===== src/rtl/tlv493_pkg.sv =====
// Shared types, register map and frame decoder for the TLV493D array poller.
package tlv493_pkg;

  typedef enum logic [2:0] {
    StIdle,
    StIssue,
    StRecv,
    StDecode,
    StNext,
    StWaitPeriod
  } poll_state_t;

  localparam logic [7:0] REG_BX      = 8'd0;
  localparam logic [7:0] REG_BY      = 8'd1;
  localparam logic [7:0] REG_BZ      = 8'd2;
  localparam logic [7:0] REG_TEMP    = 8'd3;
  localparam logic [7:0] REG_STATUS  = 8'd4;
  localparam logic [7:0] REG_ADDR    = 8'd5;
  localparam logic [7:0] GLOBAL_BANK = 8'hFF;
  localparam logic [7:0] REG_CTRL    = 8'd0;
  localparam logic [7:0] REG_PERIOD  = 8'd1;
  localparam logic [7:0] REG_ROUNDS  = 8'd2;

  // Index 0 is the first byte received (b0).
  typedef logic [0:6][7:0] tlv_frame_t;

  typedef struct packed {
    logic [11:0] bx;
    logic [11:0] by;
    logic [11:0] bz;
    logic [11:0] temp;
    logic [1:0]  frm;
    logic [1:0]  ch;
    logic        t;
    logic        ff;
    logic        pd;
  } tlv_sample_t;

  function automatic tlv_sample_t decode_frame(input tlv_frame_t b);
    tlv_sample_t s;
    s.bx   = {b[0], b[4][7:4]};
    s.by   = {b[1], b[4][3:0]};
    s.bz   = {b[2], b[5][3:0]};
    s.temp = {b[3][7:4], b[6]};
    s.frm  = b[3][3:2];
    s.ch   = b[3][1:0];
    s.t    = b[5][6];
    s.ff   = b[5][5];
    s.pd   = b[5][4];
    return s;
  endfunction

  function automatic logic [31:0] sext12(input logic [11:0] v);
    return {{20{v[11]}}, v};
  endfunction

  function automatic logic [7:0] sat_inc8(input logic [7:0] v);
    return (v == 8'hFF) ? v : v + 8'd1;
  endfunction

endpackage


===== src/rtl/tlv493_byte_assembler.sv =====
// Collects the 7 bytes of one sensor read into a frame; cleared by start.
module tlv493_byte_assembler (
  input  logic        clock,
  input  logic        reset_n,
  input  logic        start,
  input  logic        rx_valid,
  input  logic [7:0]  rx_data,
  output logic [55:0] frame,
  output logic        frame_done
);

  logic [55:0] frame_q;
  logic [2:0]  count_q;
  logic        done_q;

  always_ff @(posedge clock or negedge reset_n) begin
    if (!reset_n) begin
      frame_q <= '0;
      count_q <= '0;
      done_q  <= 1'b0;
    end else begin
      done_q <= 1'b0;
      if (start) begin
        frame_q <= '0;
        count_q <= '0;
      end else if (rx_valid && count_q != 3'd7) begin
        // First byte ends up in the top byte once all seven have arrived.
        frame_q <= {frame_q[47:0], rx_data};
        count_q <= count_q + 3'd1;
        done_q  <= (count_q == 3'd6);
      end
    end
  end

  assign frame      = frame_q;
  assign frame_done = done_q;

endmodule


===== src/rtl/tlv493_array_poller.sv =====
// Round-robin poller for NUM_SENSORS TLV493D sensors behind one i2c_master, with an Avalon-MM
// register bank per sensor. Define TLV_FRAME_CHECK_EN to enable frame-counter continuity checks.
module tlv493_array_poller
  import tlv493_pkg::*;
#(
  parameter int unsigned CLOCK_SPEED_HZ = 50_000_000,
  parameter int unsigned NUM_SENSORS    = 4,
  parameter int unsigned RX_TIMEOUT     = 20_000,
  parameter logic [6:0]  ADDR_BASE      = 7'h5e
) (
  input  logic        clock,
  input  logic        reset_n,
  input  logic [15:0] address,
  input  logic        read,
  output logic [31:0] readdata,
  input  logic        write,
  input  logic [31:0] writedata,
  output logic        waitrequest,
  output logic        i2c_ena,
  output logic [6:0]  i2c_addr,
  output logic [7:0]  i2c_nbytes,
  input  logic        i2c_rx_valid,
  input  logic [7:0]  i2c_rx_data,
  input  logic        i2c_ack_error,
  input  logic        i2c_busy,
  output logic        round_done
);

  localparam int unsigned    IdxW        = (NUM_SENSORS > 1) ? $clog2(NUM_SENSORS) : 1;
  localparam logic [31:0]    PeriodReset = 32'(CLOCK_SPEED_HZ / 100);
  localparam logic [IdxW-1:0] LastIdx    = IdxW'(NUM_SENSORS - 1);

  poll_state_t     state_q;
  logic [IdxW-1:0] idx_q;
  logic [31:0]     tmo_timer_q;
  logic [31:0]     period_cnt_q;

  tlv_sample_t     sample_q  [NUM_SENSORS];
  logic            valid_q   [NUM_SENSORS];
  logic [7:0]      frm_err_q [NUM_SENSORS];
  logic [7:0]      nack_q    [NUM_SENSORS];
  logic [1:0]      tmo_q     [NUM_SENSORS];
  logic [6:0]      addr_q    [NUM_SENSORS];
`ifdef TLV_FRAME_CHECK_EN
  logic            seen_q    [NUM_SENSORS];
  logic [1:0]      prev_frm_q[NUM_SENSORS];
  logic [1:0]      bad_run_q [NUM_SENSORS];
`endif

  logic            enable_q;
  logic [31:0]     period_q;
  logic [31:0]     round_cnt_q;
  logic            rd_ack_q;

  // Byte assembly
  logic [55:0] frame_bits;
  logic        frame_done;
  tlv_frame_t  frame;
  tlv_sample_t new_sample;

  tlv493_byte_assembler u_assembler (
    .clock      (clock),
    .reset_n    (reset_n),
    .start      (state_q == StIssue),
    .rx_valid   (i2c_rx_valid && (state_q == StRecv)),
    .rx_data    (i2c_rx_data),
    .frame      (frame_bits),
    .frame_done (frame_done)
  );

  assign frame      = frame_bits;
  assign new_sample = decode_frame(frame);

  // Poll events
  logic in_recv, ev_decode, ev_nack, ev_tmo, ev_round;
  assign in_recv   = (state_q == StRecv);
  assign ev_decode = (state_q == StDecode);
  assign ev_nack   = in_recv && !frame_done && i2c_ack_error;
  assign ev_tmo    = in_recv && !frame_done && !i2c_ack_error && (tmo_timer_q >= RX_TIMEOUT);
  assign ev_round  = (state_q == StNext) && (idx_q == LastIdx);

  always_ff @(posedge clock or negedge reset_n) begin
    if (!reset_n) begin
      state_q      <= StIdle;
      idx_q        <= '0;
      tmo_timer_q  <= '0;
      period_cnt_q <= '0;
      i2c_ena      <= 1'b0;
      i2c_addr     <= ADDR_BASE;
      round_done   <= 1'b0;
    end else begin
      round_done <= 1'b0;
      case (state_q)
        StIdle: begin
          if (enable_q && !i2c_busy) state_q <= StIssue;
        end
        StIssue: begin
          i2c_addr    <= addr_q[idx_q];
          i2c_ena     <= 1'b1;
          tmo_timer_q <= '0;
          state_q     <= StRecv;
        end
        StRecv: begin
          // Timeout measures the gap since transaction start or the last byte.
          tmo_timer_q <= i2c_rx_valid ? '0 : tmo_timer_q + 32'd1;
          if (frame_done) begin
            i2c_ena <= 1'b0;
            state_q <= StDecode;
          end else if (ev_nack || ev_tmo) begin
            i2c_ena <= 1'b0;
            state_q <= StNext;
          end
        end
        StDecode: state_q <= StNext;
        StNext: begin
          if (idx_q == LastIdx) begin
            idx_q        <= '0;
            round_done   <= 1'b1;
            period_cnt_q <= period_q;
            state_q      <= StWaitPeriod;
          end else begin
            idx_q   <= idx_q + IdxW'(1);
            state_q <= enable_q ? StIssue : StIdle;
          end
        end
        StWaitPeriod: begin
          if (period_cnt_q == '0) state_q <= StIdle;
          else period_cnt_q <= period_cnt_q - 32'd1;
        end
        default: state_q <= StIdle;
      endcase
    end
  end

  assign i2c_nbytes = 8'd7;

  // Avalon decode
  logic [7:0]      bank, regno;
  logic            bank_is_sensor;
  logic [IdxW-1:0] bank_idx;
  tlv_sample_t     rd_sample;
  logic [31:0]     rd_word;

  assign bank           = address[15:8];
  assign regno          = address[7:0];
  assign bank_is_sensor = (bank < 8'(NUM_SENSORS));
  assign bank_idx       = bank[IdxW-1:0];
  assign rd_sample      = sample_q[bank_idx];
  assign waitrequest    = read && !rd_ack_q;

  always_comb begin
    rd_word = '0;
    if (bank_is_sensor) begin
      case (regno)
        REG_BX:     rd_word = sext12(rd_sample.bx);
        REG_BY:     rd_word = sext12(rd_sample.by);
        REG_BZ:     rd_word = sext12(rd_sample.bz);
        REG_TEMP:   rd_word = {20'b0, rd_sample.temp};
        // T/FF/PD sit in [26:24]; [30:27] and [5:4] read as zero.
        REG_STATUS: rd_word = {valid_q[bank_idx], 4'b0, rd_sample.t, rd_sample.ff, rd_sample.pd,
                               frm_err_q[bank_idx], nack_q[bank_idx], tmo_q[bank_idx], 2'b0,
                               rd_sample.frm, rd_sample.ch};
        REG_ADDR:   rd_word = {25'b0, addr_q[bank_idx]};
        default:    rd_word = '0;
      endcase
    end else if (bank == GLOBAL_BANK) begin
      case (regno)
        REG_CTRL:   rd_word = {31'b0, enable_q};
        REG_PERIOD: rd_word = period_q;
        REG_ROUNDS: rd_word = round_cnt_q;
        default:    rd_word = '0;
      endcase
    end
  end

  always_ff @(posedge clock or negedge reset_n) begin
    if (!reset_n) begin
      readdata    <= '0;
      rd_ack_q    <= 1'b0;
      enable_q    <= 1'b1;
      period_q    <= PeriodReset;
      round_cnt_q <= '0;
      for (int k = 0; k < NUM_SENSORS; k++) begin
        sample_q[k]  <= '0;
        valid_q[k]   <= 1'b0;
        frm_err_q[k] <= '0;
        nack_q[k]    <= '0;
        tmo_q[k]     <= '0;
        addr_q[k]    <= ADDR_BASE - 7'(k);
`ifdef TLV_FRAME_CHECK_EN
        seen_q[k]     <= 1'b0;
        prev_frm_q[k] <= '0;
        bad_run_q[k]  <= '0;
`endif
      end
    end else begin
      // Capture happens on the same edge as a DECODE write, so it sees the old snapshot.
      rd_ack_q <= read && !rd_ack_q;
      if (read && !rd_ack_q) readdata <= rd_word;

      if (ev_decode) begin
        sample_q[idx_q] <= new_sample;
`ifdef TLV_FRAME_CHECK_EN
        if (seen_q[idx_q] && (new_sample.frm != prev_frm_q[idx_q] + 2'd1)) begin
          frm_err_q[idx_q] <= sat_inc8(frm_err_q[idx_q]);
          bad_run_q[idx_q] <= (bad_run_q[idx_q] == 2'd3) ? 2'd3 : bad_run_q[idx_q] + 2'd1;
          valid_q[idx_q]   <= (bad_run_q[idx_q] < 2'd2);
        end else begin
          bad_run_q[idx_q] <= '0;
          valid_q[idx_q]   <= 1'b1;
        end
        seen_q[idx_q]     <= 1'b1;
        prev_frm_q[idx_q] <= new_sample.frm;
`else
        valid_q[idx_q] <= 1'b1;
`endif
      end
      if (ev_nack) begin
        nack_q[idx_q]  <= sat_inc8(nack_q[idx_q]);
        valid_q[idx_q] <= 1'b0;
      end
      if (ev_tmo) begin
        tmo_q[idx_q]   <= (tmo_q[idx_q] == 2'd3) ? 2'd3 : tmo_q[idx_q] + 2'd1;
        valid_q[idx_q] <= 1'b0;
      end
      if (ev_round) round_cnt_q <= round_cnt_q + 32'd1;

      if (write && bank_is_sensor && regno == REG_ADDR) addr_q[bank_idx] <= writedata[6:0];
      if (write && bank == GLOBAL_BANK) begin
        case (regno)
          REG_CTRL: begin
            enable_q <= writedata[0];
            if (writedata[1]) begin
              round_cnt_q <= '0;
              for (int k = 0; k < NUM_SENSORS; k++) begin
                frm_err_q[k] <= '0;
                nack_q[k]    <= '0;
                tmo_q[k]     <= '0;
              end
            end
          end
          REG_PERIOD: period_q <= writedata;
          default: ;
        endcase
      end
    end
  end

endmodule

===== config.mk =====
export PLATFORM = sky130hd
export DESIGN_NAME = tlv493_array_poller
export DESIGN_NICKNAME = d
export VERILOG_FILES = /design/src/rtl/tlv493_pkg.sv /design/src/rtl/tlv493_byte_assembler.sv /design/src/rtl/tlv493_array_poller.sv
export SDC_FILE = /design/constraint.sdc
export NUM_CORES = 1
export LEC_CHECK = 0
export CAP_MARGIN = 20
export CORE_MARGIN = 1
export CORE_UTILIZATION = 45
export DETAILED_ROUTE_END_ITERATION = 10
export SLEW_MARGIN = 15
export SYNTH_ARGS = -nofsm -noshare
export SYNTH_HDL_FRONTEND = slang
export SYNTH_SLANG_ARGS = --single-unit

===== constraint.sdc =====
create_clock -name clock -period 3.6 [get_ports clock]
set_input_delay 0.36 -clock clock [delete_from_list [all_inputs] [get_ports clock]]
set_output_delay 0.36 -clock clock [all_outputs]
set_load 0.005 [all_outputs]

==> results of run 1 <==
-- timing repair --
item                      4_1_cts  5_1_grt
buffers inserted                0        0
hold buffers                    1        0
hold endpoints to repair       87        0
-- layout make-up --
cell class,instances,area [sq um]
multi-input cells,1470,11500
clock inverters,20,262
repair buffers,177,1750
well taps,748,936
fillers,4818,26000
flip-flops and latches,528,13300
inverters,30,113
clock buffers,82,1680
-- registers in the layout (all words and copies together) (netlist names), 2 cells and up --
| signal | cells |
|---|---|
| u_assembler.count_q | 3 |
| addr_q | 28 |
| valid_q | 4 |
| round_cnt_q | 32 |
| tmo_timer_q | 32 |
| idx_q | 2 |
| sample_q | 220 |
| period_cnt_q | 32 |
| i2c_addr | 7 |
| readdata | 32 |
| period_q | 32 |
| state_q | 3 |
| nack_q | 32 |
| tmo_q | 8 |
| u_assembler.frame | 56 |
-- synthesized netlist by cell type, types with 5 or more instances --
library cell  number  share of area (%)
xnor2_1            5               0.17
ha_1              13               0.64
o311ai_0           5               0.17
nor2_1            96                1.4
buf_1              7               0.10
mux2_2           283                 13
dfrtp_1          496                 49
o31ai_1            9               0.27
o22a_1            28               0.96
o21ai_0          131                2.6
o221ai_1           5               0.17
mux2i_1           18               0.71
buf_4             11               0.32
inv_1             29               0.43
and3_1            30               0.74
nor3b_1            5               0.15
dfstp_2           32                3.3
a21oi_1           75                1.5
nor4_1            20               0.49
o22ai_1           12               0.29
or4_1             12               0.35
clkbuf_1         113                1.7
a21o_1             6               0.18
a31oi_1           24               0.59
and4_1             8               0.28
xor2_1            23               0.79
o211ai_1          14               0.41
nor3_1            22               0.43
buf_2             18               0.35
nand3b_1           5               0.15
nand4_1           48                1.2
nand3_1           65                1.3
or3_1             18               0.44
mux4_2            90                8.0
and2_1            13               0.32
a22oi_1           49                1.4
nand2_1          258                3.8
-- worst register-to-register path, cell delays in order, from the launching register on --
cell	delay, ns
dfrtp_1	0.59
nor2_1	0.28
nand3_1	0.20
buf_4	0.32
nand2_1	0.40
nand2_1	0.48
a211o_1	0.42
-- power by group --
| part | total (mW) | leakage, nW | switching [mW] | internal [mW] |
|---|---|---|---|---|
| Sequential | 7.75 | 6.98 | 0.877 | 6.87 |
| Combinational | 4.22 | 5.06 | 2.48 | 1.73 |
| Clock | 6.05 | 0.968 | 2.46 | 3.59 |
| Total | 18.0 | 13.0 | 5.82 | 12.2 |
-- worst min path at each step --
stage,start,to,slack (ns)
after floorplan,reset_n,addr_q[12],0.06
after global placement,i2c_addr[2],i2c_addr[2],0.45
after detailed placement,i2c_addr[6],i2c_addr[6],0.45
after CTS,i2c_rx_data[0],u_assembler.frame[0],0.26
after global routing,i2c_rx_data[2],u_assembler.frame[2],0.30
final,i2c_rx_data[0],u_assembler.frame[0],0.28
-- cells in the final DEF, fill, tap and decap left out, types with 20 or more instances in the layout --
cell and n:
nor4_1 20, o22a_1 28, clkdlybuf4s50_1 101, a22oi_1 49, nand3_1 65, dfstp_2 32, mux4_2 90, clkbuf_16 57
nand4_1 48, a21oi_1 75, buf_4 60, dfrtp_1 496, inv_1 29, a31oi_1 24, o21ai_0 130, and3_1 30
nor2_1 96, xor2_1 23, mux2_2 283, nand2_1 254, nor3_1 21
-- per-stage QoR --
step	utilization, %	worst slack (ns)	power, mW
finish	53.2	0.797	18.0
global route	53.2	0.589	19.0
CTS	53.2	0.834	18.1
detailed placement	49.7	0.558	12.0
global placement	49.6	0.602	11.8
floorplan	-	1.05	10.4
-- layer usage --
metal	up-vias	wire [microns]
li1	8239	-
met1	9494	30400
met2	556	32200
met3	129	4760
met4	4	2100
met5	-	14
-- logic make-up after synthesis --
family | count (synthesis) | share of synthesized area (%)
buffers and inverters | 179 | 2.89
DFF | 528 | 52.0
muxes | 391 | 21.2
AOI/OAI and AO/OA | 403 | 10.1
xor gates and xnor gates | 28 | 0.963
adders and majority gates | 13 | 0.639
and+or+nand+nor | 627 | 12.1
other | 2 | 0.0295
==> impl_metrics.py, run 1 <==
metrics = {
    "outcome": {
        "status": "finished clean",
    },
    "placed_design": {
        "placed_cells": 2951,
        "place_congestion": 0.877,
        "hpwlAfterDp_microns": 46900,
        "io_buffers": 104,
        "postPlaceCellArea_sq_um": 27600,
    },
    "synthesis": {
        "synth-seq-cells": 528,
        "synth_area_sq_um": 25500,
        "synth_cell_types": 75,
        "yosysSeqAreaShare_pct": 52.0,
        "syn_area_per_cell_sq_um": 11.7,
        "synthFlopType": "dfrtp_1",
        "synth-edff-count": 0,
        "syn_inst": 2171,
        "synthArstFlopShare_pct": 100,
        "ys_warn_count": 0,
    },
    "worst_setup_path": {
        "reg2reg_depth": 6,
        "critPathBufInv": 1,
        "cp.depth": 6,
        "crit_start": "state_q[0]",
        "crit_family": "simple AND/OR/NAND/NOR gates",
        "path_common_cell": "nand2_1",
        "crit_fanout": 31,
        "crit_path_end_kind": "flop",
        "timing.rr.start": "state_q[0]",
        "start_kind": "flop",
        "worst_ep_required_time_ns": 4.11,
        "cp-endpoint": "period_cnt_q[23]",
        "r2r_end": "period_cnt_q[23]",
        "reg2reg_slack_ns": 0.80,
        "path_cells": "nor2_1 > nand3_1 > buf_4 > nand2_1 > nand2_1 > a211o_1",
        "path_class": "reg -> reg",
        "worstPathArrival_ns": 3.31,
        "slowest_stage": "dfrtp_1",
        "max_stage_delay_ns": 0.59,
    },
    "hold_path": {
        "hold_class": "in -> reg",
        "whs_path_depth": 3,
    },
    "floorplan": {
        "die_w_microns": 240,
        "die_y_microns": 240,
        "ioPinCount": 113,
        "fp-row-count": 86,
        "dieArea_sq_um": 57500,
        "initial_core_util_pct": 45.9,
        "core_region_area_sq_um": 55500,
    },
    "clocking": {
        "htreeDepth": 2,
        "cts.sinks": 528,
        "clk_path_buf_depth": 3,
        "cts_root_buf": "clkbuf_16",
        "cts_resized": 0,
        "clk_pin_slew_ns": 0.06,
        "tritoncts": "built",
        "cts_buffers": 56,
        "clk_latency_ns": 0.64,
    },
    "global_routing": {
        "grtUsageMet1_pct": 34.1,
        "grt_pass1_wl_microns": 109000,
        "top_usage_layer": "met2",
        "use_met2_pct": 38.7,
        "overflow": 0,
        "met3_usage_pct": 5.46,
        "antenna_found_initial": 3,
        "grt_max_degree": 110,
        "grt_pass1_vias": 18555,
        "grt_usage_pct": 24.7,
    },
    "final_layout": {
        "area_delta_synth_final_pct": 16.0,
        "nNetsFinal": 2339,
        "diodes": 0,
        "design_area_sq_um": 29500,
        "instances_no_fill": 3055,
        "drive_above_1_share_pct": 26.0,
    },
    "sta": {
        "maxSlewHeadroom_pct": 29.0,
        "finalSetupTns_ns": 0,
        "fin_crit_ns": 2.80,
        "tightest_slew_ns": 1.06,
        "fmax_mhz": 357,
        "skew_ns": 0.0266,
        "whs_ns": 0.285,
        "slew_viol_final": 0,
        "period_share_pct": 77.9,
        "hold_violations": 0,
        "rsz0062_at_grt": "false",
        "setup_violations": 0,
    },
    "run": {
        "maxCapViolCount": 0,
    },
    "power": {
        "p_leak_nw": 13.0,
        "ir_drop_uv": 381,
        "p_per_area_nw_per_um2": 610,
    },
    "drt": {
        "ant_nets": 0,
        "drt_iter0_markers": 1437,
        "wl_microns": 69500,
        "wire_per_inst_microns": 22.8,
        "vias": 18422,
        "vias_per_cell": 6.03,
        "dr.pass1.iters": 5,
        "drc": 0,
    },
}
No activity file was read; power rests on OpenSTA's default activity.
==> inputs of run 2 (changes only) <==
==> constraint.sdc (replaced) <==
create_clock -name clock -period 2.84 [get_ports clock]
set_input_delay 0.284 -clock clock [delete_from_list [all_inputs] [get_ports clock]]
set_output_delay 0.284 -clock clock [all_outputs]
set_load 0.005 [all_outputs]
==> impl_metrics.py, run 2 (synthesis gave the netlist of run 1 again) <==
metrics = {
    "final_layout": {
        "nNetsFinal": 2389,
        "drive_above_1_share_pct": 27.4,
        "diodes": 0,
        "regMostFlops": "sample_q",
        "area_delta_synth_final_pct": 17.8,
        "final.fill_count": 4758,
        "largest_reg_flops": 220,
        "mostFrequentLayoutCell": "dfrtp_1",
        "final_cell_mix": "496 x dfrtp_1, 283 x mux2_2, 254 x nand2_1",
        "design_area_sq_um": 30000,
    },
    "clocking": {
        "cts_setup_buffers": 0,
        "tritoncts": "built",
        "cts_buffers": 57,
        "htreeDepth": 2,
        "cts_root_buf": "clkbuf_16",
        "postCtsHoldBufs": 1,
        "clk_pin_slew_ns": 0.06,
        "clk_latency_ns": 0.63,
        "cts_resized": 0,
        "cts.sinks": 528,
        "clk_path_buf_depth": 3,
    },
    "global_routing": {
        "grt_pass1_vias": 18722,
        "grt_max_degree": 74,
        "overflow": 0,
        "antenna_found_initial": 1,
        "grt_usage_pct": 25.0,
        "grt_pass1_wl_microns": 111000,
    },
    "worst_setup_path": {
        "start_kind": "flop",
        "path_cells": "buf_4 > ha_1 > nand3_1 > inv_2 > buf_4 > and3_1 > nand4_1 > xnor2_1 > nor2_1",
        "worst_ep_required_time_ns": 3.36,
        "slowest_stage": "and3_1",
        "max_stage_delay_ns": 0.56,
        "reg2reg_slack_ns": 0.33,
        "path_class": "reg -> reg",
        "path_common_cell": "buf_4",
        "critPathBufInv": 3,
        "crit_family": "simple AND/OR/NAND/NOR gates",
        "crit_path_end_kind": "flop",
        "worstPathArrival_ns": 3.03,
        "crit_fanout": 17,
    },
    "power": {
        "seqPwrFrac_pct": 42.8,
        "switching_share_pct": 32.4,
        "internal_power_mw": 15.5,
        "power.switching_mw": 7.44,
        "p_leak_nw": 13.3,
        "power_frac_comb_pct": 24.6,
        "p_per_area_nw_per_um2": 764,
        "p_clk_share_pct": 32.6,
        "ir_drop_uv": 601,
    },
    "drt": {
        "wl_microns": 70400,
        "ant_nets": 0,
        "drc": 0,
        "wire_per_inst_microns": 22.6,
        "dr.pass1.iters": 5,
        "vias": 18517,
        "vias_per_cell": 5.96,
        "drt_iter0_markers": 1458,
    },
    "sta": {
        "fin_crit_ns": 2.51,
        "hold_violations": 0,
        "maxSlewHeadroom_pct": 27.0,
        "fmax_mhz": 398,
        "tightest_slew_ns": 1.09,
        "slew_viol_final": 0,
        "finalSetupTns_ns": 0,
        "setup_violations": 0,
        "rsz0062_at_grt": "false",
        "setup_slack_ns": 0.329,
        "skew_ns": 0.0272,
        "period_share_pct": 88.4,
    },
    "placed_design": {
        "hpwlAfterDp_microns": 48500,
        "place_congestion": 0.897,
        "postPlaceCellArea_sq_um": 28100,
        "io_buffers": 104,
        "pre_cts_ws_ns": 0.0388,
    },
    "floorplan": {
        "core_region_area_sq_um": 55500,
        "dieArea_sq_um": 57500,
        "die_w_microns": 240,
        "initial_core_util_pct": 45.9,
        "die_y_microns": 240,
        "fp-row-count": 86,
        "ioPinCount": 113,
    },
    "run": {
        "maxCapViolCount": 0,
    },
    "hold_path": {
        "hold_class": "in -> reg",
    },
    "outcome": {
        "status": "finished clean",
    },
}
## run 2: cell types whose count changed in the layout (fill, tap and decap cells not counted), moves of 2 or more
cell	before	now
clkinvlp_4	0	2
clkbuf_1	9	16
buf_4	60	99
buf_12	12	24
clkbuf_8	16	12
bufinv_16	5	3
## run 2: path summary, 6_finish.rpt
kind	endpoint	cells past startpoint	start
max	round_cnt_q[29]	9	idx_q[0]
max in group asynchronous	period_q[17]	3	reset_n
min	u_assembler.frame[0]	3	i2c_rx_data[0]
min in group asynchronous	tmo_timer_q[15]	2	reset_n
max reg2reg	round_cnt_q[29]	9	idx_q[0]
min reg2reg	i2c_addr[4]	2	i2c_addr[4]
## run 2: worst reg2reg max path, stage by stage, from the launching register on
cell	delay, ns
dfrtp_1	0.32
buf_4	0.29
ha_1	0.23
nand3_1	0.17
inv_2	0.12
buf_4	0.26
and3_1	0.57
nand4_1	0.20
xnor2_1	0.19
nor2_1	0.07
## run 2: cell type report
class / instances / area [sq um] / area share (%)
repair buffers: 226 / 2260 / 7.53
clock buffers: 86 / 1680 / 5.59
inverters: 30 / 113 / 0.375
flip-flops and latches: 528 / 13300 / 44.2
multi-input cells: 1470 / 11500 / 38.5
well taps: 748 / 936 / 3.12
clock inverters: 20 / 213 / 0.709
## run 2: per-layer routing
metal / share of wire, % / global-route usage (%) / vias to the layer above / wire length (microns)
li1: - / - / 8352 / -
met1: 45 / 35.2 / 9539 / 31400
met2: 47 / 39.9 / 500 / 33300
met3: 5.4 / 3.93 / 124 / 3810
met4: 2.8 / 7.72 / 2 / 1940
met5: 0.016 / 0 / - / 11
## run 2: power groups by stage
stage          clock [mW]  combinational (mW)  sequential [mW]
3_3_place_gp            0                5.50             9.84
6_report             7.47                5.64             9.82
2_1_floorplan           0                3.73             9.49
4_1_cts              7.62                5.64             9.80
5_1_grt              7.92                6.20             9.98
3_5_place_dp            0                5.62             9.93
## run 2: through the flow
stage          hold slack (ns)  util (%)  cells  power [mW]
2_1_floorplan          -0.0116         -   2177        13.2
3_3_place_gp             0.347      50.6   3001        15.3
3_5_place_dp             0.355      50.6   3001        15.5
4_1_cts                  0.178      54.0   3108        23.1
5_1_grt                  0.237      54.0   3108        24.1
6_report                 0.203      54.0   3108        22.9
